<file path="src/rtl/row_buf_pkg.sv">
// row_buf_pkg: default geometry of the row buffer and the occupancy-count width helper.
package row_buf_pkg;
   localparam int ROWS_DEF = 4;
   localparam int COLS_DEF = 8;
   localparam int W_DEF    = 8;
   function automatic int rf_width(input int rows);
      return $clog2(rows + 1);
   endfunction
endpackage

</file>
<file path="src/rtl/unpacked_row_buffer.sv">
// unpacked_row_buffer: gathers W-bit elements into COLS-wide rows held in a ROWS-deep unpacked array.
// Optional out_parity port when UNPACKED_ROW_BUFFER_PARITY_EN is defined.
module unpacked_row_buffer
   import row_buf_pkg::*;
#(
   parameter int ROWS = ROWS_DEF,
   parameter int COLS = COLS_DEF,
   parameter int W    = W_DEF
)(
   input  logic                        clk,
   input  logic                        rst_n,
   input  logic                        in_valid,
   output logic                        in_ready,
   input  logic [W-1:0]                in_data,
   input  logic                        flush,
   output logic                        out_valid,
   input  logic                        out_ready,
   output logic [COLS*W-1:0]           out_row,
   output logic [rf_width(ROWS)-1:0]   rows_full
`ifdef UNPACKED_ROW_BUFFER_PARITY_EN
   ,
   output logic                        out_parity
`endif
);
   localparam int CW = rf_width(ROWS);
   localparam int RW = $clog2(ROWS);
   localparam int KW = $clog2(COLS);
   logic [W-1:0]  mem [ROWS][COLS];
   logic [RW-1:0] wr_row, rd_row;
   logic [KW-1:0] wr_col;
   logic          acc, pop, done;
   assign in_ready  = rows_full < CW'(ROWS);
   assign out_valid = rows_full != '0;
   assign acc       = in_valid && in_ready && !flush;
   assign pop       = out_valid && out_ready;
   assign done      = acc && wr_col == KW'(COLS - 1);
   // Gating with out_valid keeps stale mem contents invisible after reset.
   for (genvar c = 0; c < COLS; c++) begin : g_col
      assign out_row[c*W +: W] = out_valid ? mem[rd_row][c] : '0;
   end
`ifdef UNPACKED_ROW_BUFFER_PARITY_EN
   assign out_parity = ^out_row;
`endif
   always_ff @(posedge clk)
      if (acc) mem[wr_row][wr_col] <= in_data;
   always_ff @(posedge clk)
      if (!rst_n) begin
         wr_row    <= '0;
         wr_col    <= '0;
         rd_row    <= '0;
         rows_full <= '0;
      end else begin
         if (flush) wr_col <= '0;
         else if (acc) wr_col <= done ? '0 : wr_col + 1'b1;
         if (done) wr_row <= wr_row == RW'(ROWS - 1) ? '0 : wr_row + 1'b1;
         if (pop) rd_row <= rd_row == RW'(ROWS - 1) ? '0 : rd_row + 1'b1;
         rows_full <= rows_full + CW'(done) - CW'(pop);
      end
endmodule
</file>
<file path="config.mk">
export PLATFORM = sky130hd
export DESIGN_NAME = unpacked_row_buffer
export DESIGN_NICKNAME = d
export VERILOG_FILES = /design/src/rtl/row_buf_pkg.sv /design/src/rtl/unpacked_row_buffer.sv
export SDC_FILE = /design/constraint.sdc
export NUM_CORES = 1
export LEC_CHECK = 0
export CAP_MARGIN = 15
export CORE_MARGIN = 5
export CORE_UTILIZATION = 25
export DETAILED_ROUTE_END_ITERATION = 10
export GPL_TIMING_DRIVEN = 1
export MAX_ROUTING_LAYER = met4
export SYNTH_ARGS = -nofsm -noshare
export SYNTH_HDL_FRONTEND = slang
export SYNTH_SLANG_ARGS = --single-unit
export TNS_END_PERCENT = 30
</file>
<file path="constraint.sdc">
create_clock -name clk -period 2.5 [get_ports clk]
set_input_delay 0.5 -clock clk [delete_from_list [all_inputs] [get_ports clk]]
set_output_delay 0.5 -clock clk [all_outputs]
set_load 0.01 [all_outputs]
</file>
==> results.md <==
| Group | Item | Reported |
|---|---|---|
| run | Number of max-capacitance violations reported | 0 |
| worst setup path | Startpoint type of the worst setup path | flop |
| drt | Vias/cell | 4.15 |
| logic synthesis | Post-Syn Instances | 513 |
| grt | M3 GR Usage | 1.77% |
| clock tree | Clock insertion delay at the later pin of the skew report | 0.53 ns |
| worst setup path | Cell with the biggest individual delay on the critical path | mux4_2 |
| logic synthesis | Post-synth cell types | 29 |
| worst setup path | Worst endpoint data arrival time | 2.12 ns |
| worst setup path | Top cell family by delay on the critical path | multiplexers |
| min path | Classification of the worst-slack hold path | flop to flop |
| outcome | Violated checks | setup timing |
| worst setup path | CP dominant cell by count | buf_12 |
| worst setup path | Setup slack of the most critical reg-to-reg path | 0.24 ns |
| worst setup path | CP endpoint kind | output port |
| drt | 1st-iter DRT viols | 360 |
| timing | Worst Max-Slew Pin Slew | 0.530 ns |
| timing | Maximum clock frequency | 381 MHz |
| grt | Pin count of the biggest net entering global routing | 34 |
| clock tree | CTS max path bufs | 3 |
| worst setup path | Launch instance of the worst register-to-register path | rows_full[1] |
| floorplanning | Initial core utilization | 25.2% |
| outcome | Result of the run | complete, but fails checks |
| timing | Setup Skew | 0.00992 ns |
| power and ir drop | Highest ir drop seen on vdd | 512 uV |
| worst setup path | Worst r2r path cells | 9 |
| cells and area | Post-synthesis to final-layout area growth | 30.6% |
| min path | Hold path depth | 2 |
| grt | GR Layer Usage met2 | 17.0% |
| drt | Final WL | 23.8 mm |
| grt | GR Overflow Total | 0 |
| floorplanning | I/O pin cnt | 82 |
| clock tree | CTS clk-pin slew, worst paths | 0.06 ns |
| place | Placed Area | 12,700 sq um |
| place | Dpl hpwl | 15.0 mm |
| timing | Number of hold violations in the final report | 0 |
| logic synthesis | Post-synthesis cell area | 10,600 sq um |
| clock tree | Clock Sink Count | 268 |
| grt | Met1 demand-to-capacity share in global routing | 13.3% |
| logic synthesis | Sequential fraction of the synthesis area | 75.1% |
| logic synthesis | Area share of the largest cell type after synthesis | 72.9% |
| clock tree | Master cell of the clock root buffer | clkbuf_16 |
| floorplanning | Die height | 215 microns |
| logic synthesis | Number of flops mapped to enable cells by yosys | 256 |
| drt | Iteration count of the initial detailed-routing pass | 4 |
| floorplanning | Area inside the core boundary | 41,900 sq um |
| timing | Fin crit share | 105% |
| logic synthesis | Post-synth top cells | 256 x edfxtp_1, 99 x and2_1, 64 x mux4_2, 13 x nor2_1, 12 x dfxtp_1 |
| clock tree | Total clock buffers created by CTS | 28 |
| worst setup path | Endpoint of the lowest-slack register-to-register path | rows_full[2] |
| cells and area | Fraction of layout instances using a drive strength above 1 | 42.7% |
| cells and area | Core Util, Final | 32.9% |
| timing | Number of setup violations in the final report | 46 |
| logic synthesis | Synthesized net count | 535 |
| worst setup path | List of cells traversed by the critical path | buf_12 > buf_12 > mux4_2 > and2_4 > buf_2 |
| logic synthesis | Dominant cell type by area after synthesis | edfxtp_1 |
| power and ir drop | Standby leakage power | 4.66 nW |
| worst setup path | Biggest cell delay along the critical path | 0.55 ns |
| drt | Detailed-route DRC error count | 0 |
| worst setup path | Setup CP Type | flop to output port |
| timing | Count of final max-slew check failures | 0 |
| timing | Setup TNS | -3.13 ns |
| logic synthesis | Post-synth ARST share | 0% |
| place | Final Wtd Congestion | 0.706 |
| drt | Via count | 5,199 |
| drt | Number of nets with antenna violations after routing | 0 |
| cells and area | Count of non-filler cells in the finished layout | 1,253 |
| logic synthesis | Total of warnings raised by yosys | 0 |
| logic synthesis | Most common cell in the netlist | edfxtp_1 |
| cells and area | Cell area after layout | 13,800 sq um |
| min path | Worst hold start | rd_row[1] |
| worst setup path | Crit-path max FO | 6 |
| place | Number of placed instances with taps included | 1,187 |
| clock tree | Clock tree from TritonCTS | done |
| power and ir drop | PnR Total Power | 0.0130 W |
| grt | Global-route layer with the greatest usage | met2 |
| grt | Via count of the first global-routing pass | 5,607 |
| cells and area | Nets@finish | 715 |
| worst setup path | Data required time of the critical path | 2.00 ns |
| worst setup path | Buffer and inverter count on the worst path | 3 |
| timing | Rel. slew slack | 64.7% |
| timing | Minimum setup slack in the final design | -0.123 ns |
| grt | Initial antenna violation count | 0 |
| grt | First-pass GRT wire length | 35.2 mm |
| grt | Global-route usage over all layers | 10.2% |
| floorplanning | Die extent in x | 215 microns |
| drt | Wire per inst | 19.0 microns |
| clock tree | # hold bufs at CTS | 0 |
| logic synthesis | Cell types with the largest area share after synthesis | edfxtp_1 73%, mux4_2 14%, and2_1 5.9% |
| floorplanning | Number of cell rows | 75 |
| timing | Unrepaired setup endpoints after global routing | yes |
| place | PortBufs | 81 |
| clock tree | Max H-tree Level | 1 |
| logic synthesis | Avg Cell Area, Syn | 20.6 sq um |
| power and ir drop | Total power per unit cell area | 942 nW/um^2 |
| logic synthesis | Number of storage elements in the synthesis netlist | 268 |
| cells and area | # diodes | 0 |
| floorplanning | Die ar. | 46,400 sq um |
| timing | Final period demand of the worst path | 2.62 ns |
| logic synthesis | Dominant synthesized flop cell | edfxtp_1 |
[logic make-up after synthesis]
logic type                 Yosys count  synth area share, %
adders and majority gates            9                 1.14
xor gates and xnor gates             3                0.249
buffers and inverters               26                 1.54
muxes                               66                 13.9
AOI/OAI and AO/OA                    7                0.332
DFF                                268                 75.1
and+or+nand+nor                    134                 7.76
[layout make-up]
| cell class | count | area (sq um) |
|---|---|---|
| multi-input cells | 220 | 2580 |
| flip-flops and latches | 268 | 7940 |
| fillers | 3969 | 28100 |
| well taps | 539 | 674 |
| clock buffers | 33 | 741 |
| inverters | 4 | 15.0 |
| repair buffers | 171 | 1720 |
| clock inverters | 18 | 110 |
[worst reg2reg max path: cells and delay by family, from the launching register on]
| kind | cells | cell delay, ns |
|---|---|---|
| and+or+nand+nor | 3 | 0.80 |
| adders and majority gates | 2 | 0.53 |
| DFF | 1 | 0.39 |
| xor gates and xnor gates | 3 | 0.39 |
| buffers and inverters | 1 | 0.05 |
[cells in the final DEF (no fill, tap or decap), types with 8 or more instances in the layout]
cell type and n:
and2_1 57, and2_4 42, buf_12 24, buf_2 16, buf_4 57, buf_6 27, clkbuf_16 32, clkbuf_2 24
clkdlybuf4s50_1 16, clkinv_1 9, dfxtp_1 8, edfxtp_1 256, ha_1 8, mux4_2 64, nor2_1 13
[worst max path at each step]
stage	startpoint	to	slack (ns)	cells after the start
5_1_grt	flop	out_row[4]	-0.21	6
2_1_floorplan	rows_full[2]	rows_full[2]	0.25	10
4_1_cts	flop	out_row[23]	-0.30	5
3_5_place_dp	flush	rows_full[2]	-0.04	9
3_3_place_gp	flush	rows_full[2]	-0.01	9
6_report	flop	out_row[25]	-0.12	5
[report_power, final]
group          total (W)  leakage, nW  switching, W  internal, W
Clock            0.00382        0.418       0.00162      0.00220
Combinational    0.00408         1.84       0.00178      0.00230
Sequential       0.00507         2.40     0.0000888      0.00498
[sequential cells by signal (all words and copies together) (netlist names), named ones only]
| name | count |
|---|---|
| wr_col | 3 |
| rd_row | 2 |
| mem | 256 |
| wr_row | 2 |
| rows_full | 3 |
[metal layers]
layer  wire (microns)  part of all wire (%)
met1            10600                    44
met2            11900                    50
met3              946                   4.0
met4              329                   1.4
met5                0                     0
[stage by stage]
step | worst slack [ns] | hold slack, ns
detailed placement | -0.0400 | 0.489
finish | -0.123 | 0.495
floorplan | 0.252 | 0.456
CTS | -0.300 | 0.496
global placement | -0.0110 | 0.475
global route | -0.207 | 0.511
[what timing repair did]
item	4_1_cts	5_1_grt
pin swaps	12	14
gates cloned	3	3
setup buffers	8	2
setup endpoints to repair	65	65
resized for setup	185	130
(Power assumes the default switching activity.)
